==> src/rtl/elevator_pkg.sv <==
// elevator_pkg
// Shared definitions for the SCAN elevator controller: FSM state type with
// fixed encodings and the default values of the block parameters.
package elevator_pkg;

    localparam int DEF_NUM_FLOORS = 10;
    localparam int DEF_FLOOR_W    = 4;
    localparam int DEF_MOVE_TICKS = 16;
    localparam int DEF_DOOR_TICKS = 8;
    localparam int DEF_TMR_W      = 16;

    // HALT is only entered when the emergency-stop option is built in.
    typedef enum logic [2:0] {
        IDLE      = 3'd0,
        MOVE_UP   = 3'd1,
        MOVE_DOWN = 3'd2,
        DOOR_OPEN = 3'd3,
        HALT      = 3'd4
    } state_e;

endpackage

==> src/rtl/elevator_call_reg.sv <==
// elevator_call_reg
// Latched call register. Sets a pending bit for every sampled call, clears
// the bit of the floor being served, and summarises the pending set relative
// to the car position.
// Ports:
//   clk, rst_n   clock, asynchronous active-low reset
//   call_i       per-floor call requests, level-sampled every cycle
//   floor_i      floor the car is at
//   door_i       door is open and running; calls for floor_i are not latched
//   clr_i        clear the pending bit of clr_floor_i this edge
//   clr_floor_i  floor whose call is being served
//   pending_o    latched unserved calls
//   above_o      some pending floor lies above floor_i
//   below_o      some pending floor lies below floor_i
//   here_o       floor_i itself is pending
//   call_here_o  call_i is active for floor_i (raw, unlatched)
module elevator_call_reg
    import elevator_pkg::*;
#(
    parameter int NUM_FLOORS = DEF_NUM_FLOORS,
    parameter int FLOOR_W    = DEF_FLOOR_W
) (
    input  logic                  clk,
    input  logic                  rst_n,
    input  logic [NUM_FLOORS-1:0] call_i,
    input  logic [FLOOR_W-1:0]    floor_i,
    input  logic                  door_i,
    input  logic                  clr_i,
    input  logic [FLOOR_W-1:0]    clr_floor_i,
    output logic [NUM_FLOORS-1:0] pending_o,
    output logic                  above_o,
    output logic                  below_o,
    output logic                  here_o,
    output logic                  call_here_o
);

    logic [NUM_FLOORS-1:0] pending_q, pending_d;
    logic [NUM_FLOORS-1:0] here_mask, clr_mask;

    always_comb begin
        // NOTE: every signal gets a default before any conditional update, so
        // no path leaves a value unassigned and no latch is inferred.
        here_mask = '0;
        clr_mask  = '0;
        above_o   = 1'b0;
        below_o   = 1'b0;
        for (int f = 0; f < NUM_FLOORS; f++) begin
            here_mask[f] = (FLOOR_W'(f) == floor_i);
            clr_mask[f]  = clr_i && (FLOOR_W'(f) == clr_floor_i);
            if (pending_q[f] && (FLOOR_W'(f) > floor_i)) above_o = 1'b1;
            if (pending_q[f] && (FLOOR_W'(f) < floor_i)) below_o = 1'b1;
        end
        here_o      = |(pending_q & here_mask);
        call_here_o = |(call_i & here_mask);
        // Serving a floor wins over a call for it arriving on the same edge.
        pending_d = (pending_q | (call_i & ~({NUM_FLOORS{door_i}} & here_mask)))
                    & ~clr_mask;
    end

    always_ff @(posedge clk or negedge rst_n) begin
        // NOTE: registers use non-blocking assignments so each one samples the
        // pre-edge value of everything it reads.
        if (!rst_n) pending_q <= '0;
        else        pending_q <= pending_d;
    end

    assign pending_o = pending_q;

endmodule

==> src/rtl/elevator_scan_ctrl.sv <==
// elevator_scan_ctrl
// Multi-floor elevator controller: latched calls, SCAN scheduling (keep the
// current direction while calls remain ahead), per-floor travel time and a
// timed door dwell that restarts while the current floor is being called.
// Optional feature macro: ELEV_ESTOP_EN adds estop/halted and the HALT state.
// Ports:
//   clk, rst_n     clock, asynchronous active-low reset
//   call           per-floor call requests
//   estop, halted  emergency stop input / HALT indicator (ELEV_ESTOP_EN only)
//   current_floor  floor the car is at or last passed
//   pending        latched unserved calls
//   dir_up         scan direction, 1 = up
//   moving         car travelling
//   door_open      door open
//   arrived        one-cycle pulse when the door opens for a served call
module elevator_scan_ctrl
    import elevator_pkg::*;
#(
    parameter int NUM_FLOORS = DEF_NUM_FLOORS,
    parameter int FLOOR_W    = DEF_FLOOR_W,
    parameter int MOVE_TICKS = DEF_MOVE_TICKS,
    parameter int DOOR_TICKS = DEF_DOOR_TICKS,
    parameter int TMR_W      = DEF_TMR_W
) (
    input  logic                  clk,
    input  logic                  rst_n,
    input  logic [NUM_FLOORS-1:0] call,
`ifdef ELEV_ESTOP_EN
    input  logic                  estop,
    output logic                  halted,
`endif
    output logic [FLOOR_W-1:0]    current_floor,
    output logic [NUM_FLOORS-1:0] pending,
    output logic                  dir_up,
    output logic                  moving,
    output logic                  door_open,
    output logic                  arrived
);

    localparam logic [TMR_W-1:0]   MOVE_LAST = TMR_W'(MOVE_TICKS - 1);
    localparam logic [TMR_W-1:0]   DOOR_LAST = TMR_W'(DOOR_TICKS - 1);
    localparam logic [FLOOR_W-1:0] TOP_FLOOR = FLOOR_W'(NUM_FLOORS - 1);

    state_e             state_q, state_d, eff_state;
    logic [FLOOR_W-1:0] floor_q, floor_d, next_floor, clr_floor;
    logic [TMR_W-1:0]   timer_q, timer_d;
    logic               dir_up_q, dir_up_d;
    logic               arrived_q, arrived_d;
    logic               clr, next_hit, door_active;
    logic               above, below, here, call_here;
`ifdef ELEV_ESTOP_EN
    state_e             saved_q, saved_d;
`endif

    elevator_call_reg #(
        .NUM_FLOORS (NUM_FLOORS),
        .FLOOR_W    (FLOOR_W)
    ) u_call_reg (
        .clk         (clk),
        .rst_n       (rst_n),
        .call_i      (call),
        .floor_i     (floor_q),
        .door_i      (door_active),
        .clr_i       (clr),
        .clr_floor_i (clr_floor),
        .pending_o   (pending),
        .above_o     (above),
        .below_o     (below),
        .here_o      (here),
        .call_here_o (call_here)
    );

    always_comb begin
        state_d   = state_q;
        floor_d   = floor_q;
        dir_up_d  = dir_up_q;
        timer_d   = timer_q;
        arrived_d = 1'b0;
        clr       = 1'b0;
        clr_floor = floor_q;
        eff_state = state_q;
`ifdef ELEV_ESTOP_EN
        saved_d = saved_q;
        // The release edge already acts as the saved state's edge, so a stop
        // of N cycles delays everything by exactly N cycles.
        if (state_q == HALT) eff_state = saved_q;
`endif
        // Saturating step keeps the floor inside 0..NUM_FLOORS-1.
        if (eff_state == MOVE_DOWN)
            next_floor = (floor_q == '0) ? floor_q : floor_q - FLOOR_W'(1);
        else
            next_floor = (floor_q == TOP_FLOOR) ? floor_q : floor_q + FLOOR_W'(1);
        next_hit = 1'b0;
        for (int f = 0; f < NUM_FLOORS; f++) begin
            if (pending[f] && (FLOOR_W'(f) == next_floor)) next_hit = 1'b1;
        end

`ifdef ELEV_ESTOP_EN
        if (estop) begin
            state_d = HALT;
            if (state_q != HALT) saved_d = state_q;
        end else
`endif
        begin
            state_d = eff_state;
            unique case (eff_state)
                IDLE: begin
                    if (here) begin
                        state_d   = DOOR_OPEN;
                        clr       = 1'b1;
                        arrived_d = 1'b1;
                        timer_d   = '0;
                    end else if (above && (dir_up_q || !below)) begin
                        state_d  = MOVE_UP;
                        dir_up_d = 1'b1;
                        timer_d  = '0;
                    end else if (below) begin
                        state_d  = MOVE_DOWN;
                        dir_up_d = 1'b0;
                        timer_d  = '0;
                    end
                end
                MOVE_UP, MOVE_DOWN: begin
                    if (timer_q == MOVE_LAST) begin
                        timer_d = '0;
                        floor_d = next_floor;
                        if (next_hit) begin
                            state_d   = DOOR_OPEN;
                            clr       = 1'b1;
                            clr_floor = next_floor;
                            arrived_d = 1'b1;
                        // With next_floor not pending, calls beyond it are
                        // exactly the ones ahead of the current floor.
                        end else if (!((eff_state == MOVE_UP) ? above : below)) begin
                            state_d = IDLE;
                        end
                    end else begin
                        timer_d = timer_q + TMR_W'(1);
                    end
                end
                DOOR_OPEN: begin
                    if (call_here) begin
                        timer_d = '0;
                    end else if (timer_q == DOOR_LAST) begin
                        state_d = IDLE;
                        timer_d = '0;
                    end else begin
                        timer_d = timer_q + TMR_W'(1);
                    end
                end
                default: state_d = IDLE;
            endcase
        end
    end

`ifdef ELEV_ESTOP_EN
    assign door_active = (eff_state == DOOR_OPEN) && !estop;
    assign halted      = (state_q == HALT);
`else
    assign door_active = (eff_state == DOOR_OPEN);
`endif

    always_ff @(posedge clk or negedge rst_n) begin
        if (!rst_n) begin
            state_q   <= IDLE;
            floor_q   <= '0;
            dir_up_q  <= 1'b1;
            timer_q   <= '0;
            arrived_q <= 1'b0;
`ifdef ELEV_ESTOP_EN
            saved_q   <= IDLE;
`endif
        end else begin
            state_q   <= state_d;
            floor_q   <= floor_d;
            dir_up_q  <= dir_up_d;
            timer_q   <= timer_d;
            arrived_q <= arrived_d;
`ifdef ELEV_ESTOP_EN
            saved_q   <= saved_d;
`endif
        end
    end

    assign current_floor = floor_q;
    assign dir_up        = dir_up_q;
    assign arrived       = arrived_q;
    assign moving        = (state_q == MOVE_UP) || (state_q == MOVE_DOWN);
    assign door_open     = (state_q == DOOR_OPEN);

endmodule

==> config.mk <==
export PLATFORM = sky130hd
export DESIGN_NAME = elevator_scan_ctrl
export DESIGN_NICKNAME = d
export VERILOG_FILES = /design/src/rtl/elevator_pkg.sv /design/src/rtl/elevator_call_reg.sv /design/src/rtl/elevator_scan_ctrl.sv
export SDC_FILE = /design/constraint.sdc
export NUM_CORES = 1
export LEC_CHECK = 0
export CAP_MARGIN = 20
export CORE_ASPECT_RATIO = 1.25
export CORE_MARGIN = 2
export CORE_UTILIZATION = 58
export CTS_CLUSTER_DIAMETER = 40
export DETAILED_ROUTE_END_ITERATION = 8
export GPL_TIMING_DRIVEN = 0
export HOLD_SLACK_MARGIN = 0.1
export PLACE_DENSITY_LB_ADDON = 0.2
export SLEW_MARGIN = 20
export SYNTH_ARGS = -nofsm -noshare
export SYNTH_HDL_FRONTEND = slang
export SYNTH_HIERARCHICAL = 1
export SYNTH_SLANG_ARGS = --single-unit
==> constraint.sdc <==
create_clock -name clk -period 3.4 [get_ports clk]
set_input_delay 0.68 -clock clk [delete_from_list [all_inputs] [get_ports clk]]
set_output_delay 0.68 -clock clk [all_outputs]
set_load 0.02 [all_outputs]
==> metrics, run 1 <==
Cell Rows 28; Syn Inst Count about 340; port bufs 29; critical path endpoint category flip-flop; largest net degree at the start of global routing 35; TritonCTS Buffers 5; Final min period between 3000 and 4000 ps; final clock skew about 12 ps; main combinational cell family by area after synthesis simple AND/OR/NAND/NOR gates; crit start category flip-flop; initial antenna violation count 0; Post-synth EDFFs 0; GR Overflow Total 0; final worst-path cycle share a little over nine tenths; Post-DP Area ~3200 sq um; CTS H-Tree Depth 2; asr flop ratio synth 100%; worst-path maximum fanout 10; Pwr per Cell Area between 400 and 500 nW/um^2; DRC errors left 0; synth cell count leaders 33 x dfrtp_1, 29 x o21ai_0, 27 x nand2_1, 26 x nor2_1, 25 x a21oi_1; P&R area growth vs syn 18.1%; share of cells above drive strength 1 between 10% and 20%; I/O pin cnt 30; RSZ-0062 raised after global routing no; Routed WL per cell between 15 and 20 microns; Pre-Repair DR Iteration Count 6; post-synthesis mux area share under 10%; sequential element share of the synthesized area approximately 30%; adder-cell area share of the yosys netlist under 10%; clk buf depth 2; CTS tree done; Cell variety after synth 66; root buf cell clkbuf_8; Synth Area in Compound Gates between 20% and 30%; Tightest Pin Transition 594 ps; fin. max-slew vios 0; Die H about 82 microns; clk_lat worst skew around 290 ps; FMAX ~0.31 GHz; ANT nets after route 0; Synth warnings 6; Routed WL slightly below 8000 microns; final instance area approximately 3400 sq um; GRT Total Usage a little under a third; Final HPWL DP approximately 5500 microns; Clk pin slew, worst setup/hold paths around 80 ps; status finished, final reports clean; global-route wire length before repair approximately 13000 microns; Ant. Diodes 0; static leakage power roughly 1.3 nW; Primary FF master, synth dfrtp_1; critical path type flip-flop to flip-flop; WP data required approximately 3600 ps; detailed-route via count roughly 2.9k; DRT iter0 DRCs slightly below 500; Sink Count 34; vias in the first global route about 2.7k; largest area contributor in the netlist dfrtp_1; post-synthesis xor/xnor area fraction about 3.1%; Simple-Gate Fraction of Synth Area 26.9%; Cell Area, Synth ~2900 sq um; Starting Density 60.4%; top post-synthesis cells by area dfrtp_1 29%, o21ai_0 5.1%, a21oi_1 4.4%; drt via density 6.53; filler cell count 370; Die X-Extent about 67 microns; Peak supply drop 0.000602 V; Core Region approximately 4700 sq um; final hold violations 0; MaxCap Viol Count 0; FF+latch count, synth 34; Mapped Nets 361; total die area roughly 5500 sq um; placed cells approximately 430; CP Data Arrival Time about 3400 ps; Mean Syn Cell Area roughly 8.4 sq um; final setup fails 0; post-synth top area share between 20% and 30%; Layout Nets 398; most frequent cell after synthesis dfrtp_1; GPL Wtd Cong roughly 0.92; Worst slew margin between 50% and 60%; Post-Layout Cell Count ~440; Hold Crit Class input pin to async pin
-- flip-flops by register name, summed over array words and instances (netlist names) --
name                  cells
timer_q                  16
eff_state                 2
dir_up                    1
u_call_reg/pending_o     10
current_floor             4
arrived                   1
-- worst max-delay path: stages (launching register included) --
cell and delay (ps):
dfrtp_1 410, inv_1 120, ha_1 250, buf_6 160, and4bb_4 230, o21a_1 210, or2_4 250, mux2i_1 160
o31ai_4 320, nand3b_4 150, mux2_4 340, nor2b_2 180, nor2b_4 210, a31oi_1 90
-- metal layers --
metal  global-route usage (%)  routed length [microns]  up-vias
met5                        0                        0        -
met4                     13.5                      206        0
met3                     4.07                      438       26
met2                     53.7                     3900      140
met1                     35.9                     3210     1346
li1                         -                        -     1341
-- what timing repair did --
| action | in CTS | in global routing |
|---|---|---|
| pin swaps | 0 | 0 |
| buffers inserted | 0 | 1 |
| hold buffers | 0 | 0 |
| gates resized for setup | 1 | 7 |
| endpoints found under the setup margin | 4 | 23 |
-- cell families (layout without fill, tap and decap cells) --
family,Yosys count,in the layout
and+or+nand+nor,136,136
AOI/OAI and AO/OA,107,107
DFF,34,34
buffers and inverters,28,66
muxes,14,14
adders and majority gates,10,10
xor gates and xnor gates,10,10
-- cells in the final DEF (no fill, tap or decap), types with 7 or more instances in the layout --
master	n
nand2b_1	7
nand3_1	12
mux2i_1	7
nor2_1	26
o21ai_0	28
clkdlybuf4s50_1	28
nor2b_1	9
and3_1	8
nand2_1	27
dfrtp_1	31
ha_1	10
a21oi_1	25
inv_1	13
nor3_1	8
a211oi_1	9
-- power breakdown --
part / switching (mW) / internal [mW] / total, mW
clock: 0.149 / 0.163 / 0.312
combinational: 0.506 / 0.365 / 0.871
sequential: 0.0381 / 0.441 / 0.479
total: 0.693 / 0.968 / 1.66
-- area by class of cell --
class	count	area, sq um	share of cell area (%)
clock buffers	6	82.6	2.45
plain buffers	14	88.8	2.63
well taps	60	75.1	2.23
clock inverters	2	12.5	0.371
inverters	13	48.8	1.45
repair buffers	31	325	9.64
multi-input cells	277	1890	55.9
flip-flops and latches	34	855	25.3
-- metrics by stage --
stage / hold WS [ps] / setup TNS [ps] / total power, mW / setup WS, ps / util [%]
after global placement: 489 / -183 / 1.29 / -62.8 / 68.1
after detailed placement: 502 / -422 / 1.31 / -123 / 68.4
after CTS: 337 / 0 / 1.64 / 25.0 / 70.5
final: 330 / 0 / 1.66 / 195 / 71.3
after global routing: 342 / 0 / 1.77 / 1.02 / 71.3
after floorplan: 384 / 0 / 1.09 / 189 / -
-- final timing paths --
path	startpoint	to	slack (ps)	cells past startpoint
max reg2reg	eff_state[0]	u_call_reg/pending_o[3]	200	13
max	eff_state[0]	u_call_reg/pending_o[3]	200	13
min in group clk	timer_q[0]	timer_q[0]	520	1
max in group asynchronous	rst_n	dir_up	2820	2
min	rst_n	eff_state[1]	330	2
min reg2reg	timer_q[0]	timer_q[0]	520	1
(Power assumes the default switching activity.)
==> inputs of run 2 (changes only) <==
--- a/config.mk
+++ b/config.mk
@@ -7,7 +7,7 @@
 export LEC_CHECK = 0
 export CAP_MARGIN = 20
 export CORE_ASPECT_RATIO = 1.25
-export CORE_MARGIN = 2
+export CORE_MARGIN = 5
 export CORE_UTILIZATION = 58
 export CTS_CLUSTER_DIAMETER = 40
 export DETAILED_ROUTE_END_ITERATION = 8
==> metrics, run 2 (same netlist as run 1, synthesis figures left out) <==
max FFs per register 16 (unchanged); crit start category flip-flop; Layout Nets 400 (+0.50%); GRT Total Usage 24.8% (-5.3 points); DRC errors left 0 (unchanged); final worst-path cycle share 94.3% (about the same); DRT iter0 DRCs 307 (-38%); status finished, final reports clean; final clock skew 5.80 ps (-6.43 ps); share of cells above drive strength 1 12.4% (+0.20 points); CP max stage cell dfrtp_1; Final min period 3210 ps (+0.667 ps); Die H 88.5 microns (+7.3%); critical-path cell list inv_1, ha_1, buf_6, and4bb_4, o21a_1, or2_4, mux2i_1, o31ai_4, nand3b_4, mux2_4, nor2b_1, nor2b_4, a31oi_1; commonest non-fill, non-tap cell in the layout dfrtp_1; detailed-route via count 2832 (-0.74%); Cell Rows 28 (unchanged); Peak supply drop 0.000436 V (-28%); ANT nets after route 0 (unchanged); P&R area growth vs syn 18.4%; Sink Count 34 (unchanged); Clk pin slew, worst setup/hold paths 70 ps (about the same); final instance area 3380 sq um (+0.22%); total die area 6440 sq um (+17%); Reg with most FFs timer_q; Worst slew margin 58.4% (-1.6 points); worst-path maximum fanout 10 (unchanged); max incr delay on CP 400 ps (about the same); Core Region 4760 sq um (+0.74%); CTS tree done; Worst Path Buf+Inv 2 (unchanged); vias in the first global route 2750 (+1.2%); final hold violations 0 (unchanged); CTS H-Tree Depth 2 (unchanged); fin. max-slew vios 0 (unchanged); Starting Density 60.0% (-0.44 points); root buf cell clkbuf_8; GR Overflow Total 0 (unchanged); Ant. Diodes 0 (unchanged); GPL Wtd Cong 0.975 (+6.0%); CP Data Arrival Time 3360 ps (about the same); initial antenna violation count 0 (unchanged); Hold WS 180 ps (-150 ps); TritonCTS Buffers 5 (unchanged); Worst path top cell family by delay simple AND/OR/NAND/NOR gates; Routed WL 7590 microns (-2.2%); WP data required 3560 ps (about the same); static leakage power 1.35 nW (+0.21%); FMAX 0.312 GHz (about the same); Die X-Extent 72.8 microns (+9.0%); I/O pin cnt 30 (unchanged); final setup fails 0 (unchanged); critical path type flip-flop to flip-flop; clk_lat worst skew 290 ps (about the same); clk buf depth 2 (unchanged); Tightest Pin Transition 617 ps (+23.2 ps); Pwr per Cell Area 502 nW/um^2 (+1.9%); # hold bufs at CTS 0 (unchanged); MaxCap Viol Count 0 (unchanged); Final HPWL DP 5590 microns (+1.6%); global-route wire length before repair 12700 microns (+0.49%); Hold Crit Class input pin to async pin; Post-DP Area 3240 sq um (unchanged); most frequent cells in the layout 30 x dfrtp_1, 29 x o21ai_0, 28 x clkdlybuf4s50_1, 27 x nand2_1, 26 x nor2_1; drt via density 6.45 (-1.2%); Routed WL per cell 17.3 microns (-2.7%); Pre-Repair DR Iteration Count 5 (-1); critical path endpoint category flip-flop; port bufs 29 (unchanged); largest net degree at the start of global routing 34 (-2.9%)
## run 2: path summary, 6_finish.rpt
path                                   start                 endpoint  depth (start not counted)  slack, ps
min in group clk                      dir_up                   dir_up                          2        510
worst min register to register        dir_up                   dir_up                          2        510
worst max register to register  eff_state[0]  u_call_reg/pending_o[3]                         13        190
worst max-delay path            eff_state[0]  u_call_reg/pending_o[3]                         13        190
worst min-delay path                   rst_n               timer_q[0]                          1        180
max in group asynchronous              rst_n                   dir_up                          2       2800
## run 2: cell type report
type	instances	area [sq um]
multi-input combinational	277	1870
fill	428	1380
sequential	34	856
timing repair buffer	32	320
buffer	15	92.6
tap	60	75.1
clock buffer	5	68.8
inverter	13	48.8
clock inverter	3	45.0
## run 2: through the flow
| stage | power, mW | util [%] | TNS, ps | setup WS (ps) | instances |
|---|---|---|---|---|---|
| after global routing | 1.83 | 71.0 | -24.4 | -19.9 | 439 |
| after floorplan | 1.09 | - | 0 | 189 | 339 |
| after global placement | 1.30 | 67.6 | -241 | -79.2 | 428 |
| after CTS | 1.69 | 70.4 | 0 | 38.0 | 437 |
| final | 1.70 | 71.0 | 0 | 194 | 439 |
| after detailed placement | 1.32 | 67.9 | -414 | -121 | 429 |
## run 2: power by group
part           total (mW)  internal (mW)  switching (mW)
Combinational       0.848          0.357           0.491
Sequential          0.479          0.441          0.0386
Clock               0.370          0.218           0.152
Total                1.70           1.02           0.682
## run 2: routing by layer
| layer | vias up | track usage, % | wire, microns |
|---|---|---|---|
| met5 | - | 0 | 0 |
| met2 | 127 | 43.3 | 3760 |
| met4 | 0 | 13.3 | 274 |
| met1 | 1335 | 29.6 | 3140 |
| li1 | 1344 | - | - |
| met3 | 26 | 3.18 | 410 |
## run 2: repair_timing
item                       4_1_cts  5_1_grt
setup endpoints to repair        4       16
gates resized for setup          1        5
setup buffers                    0        2
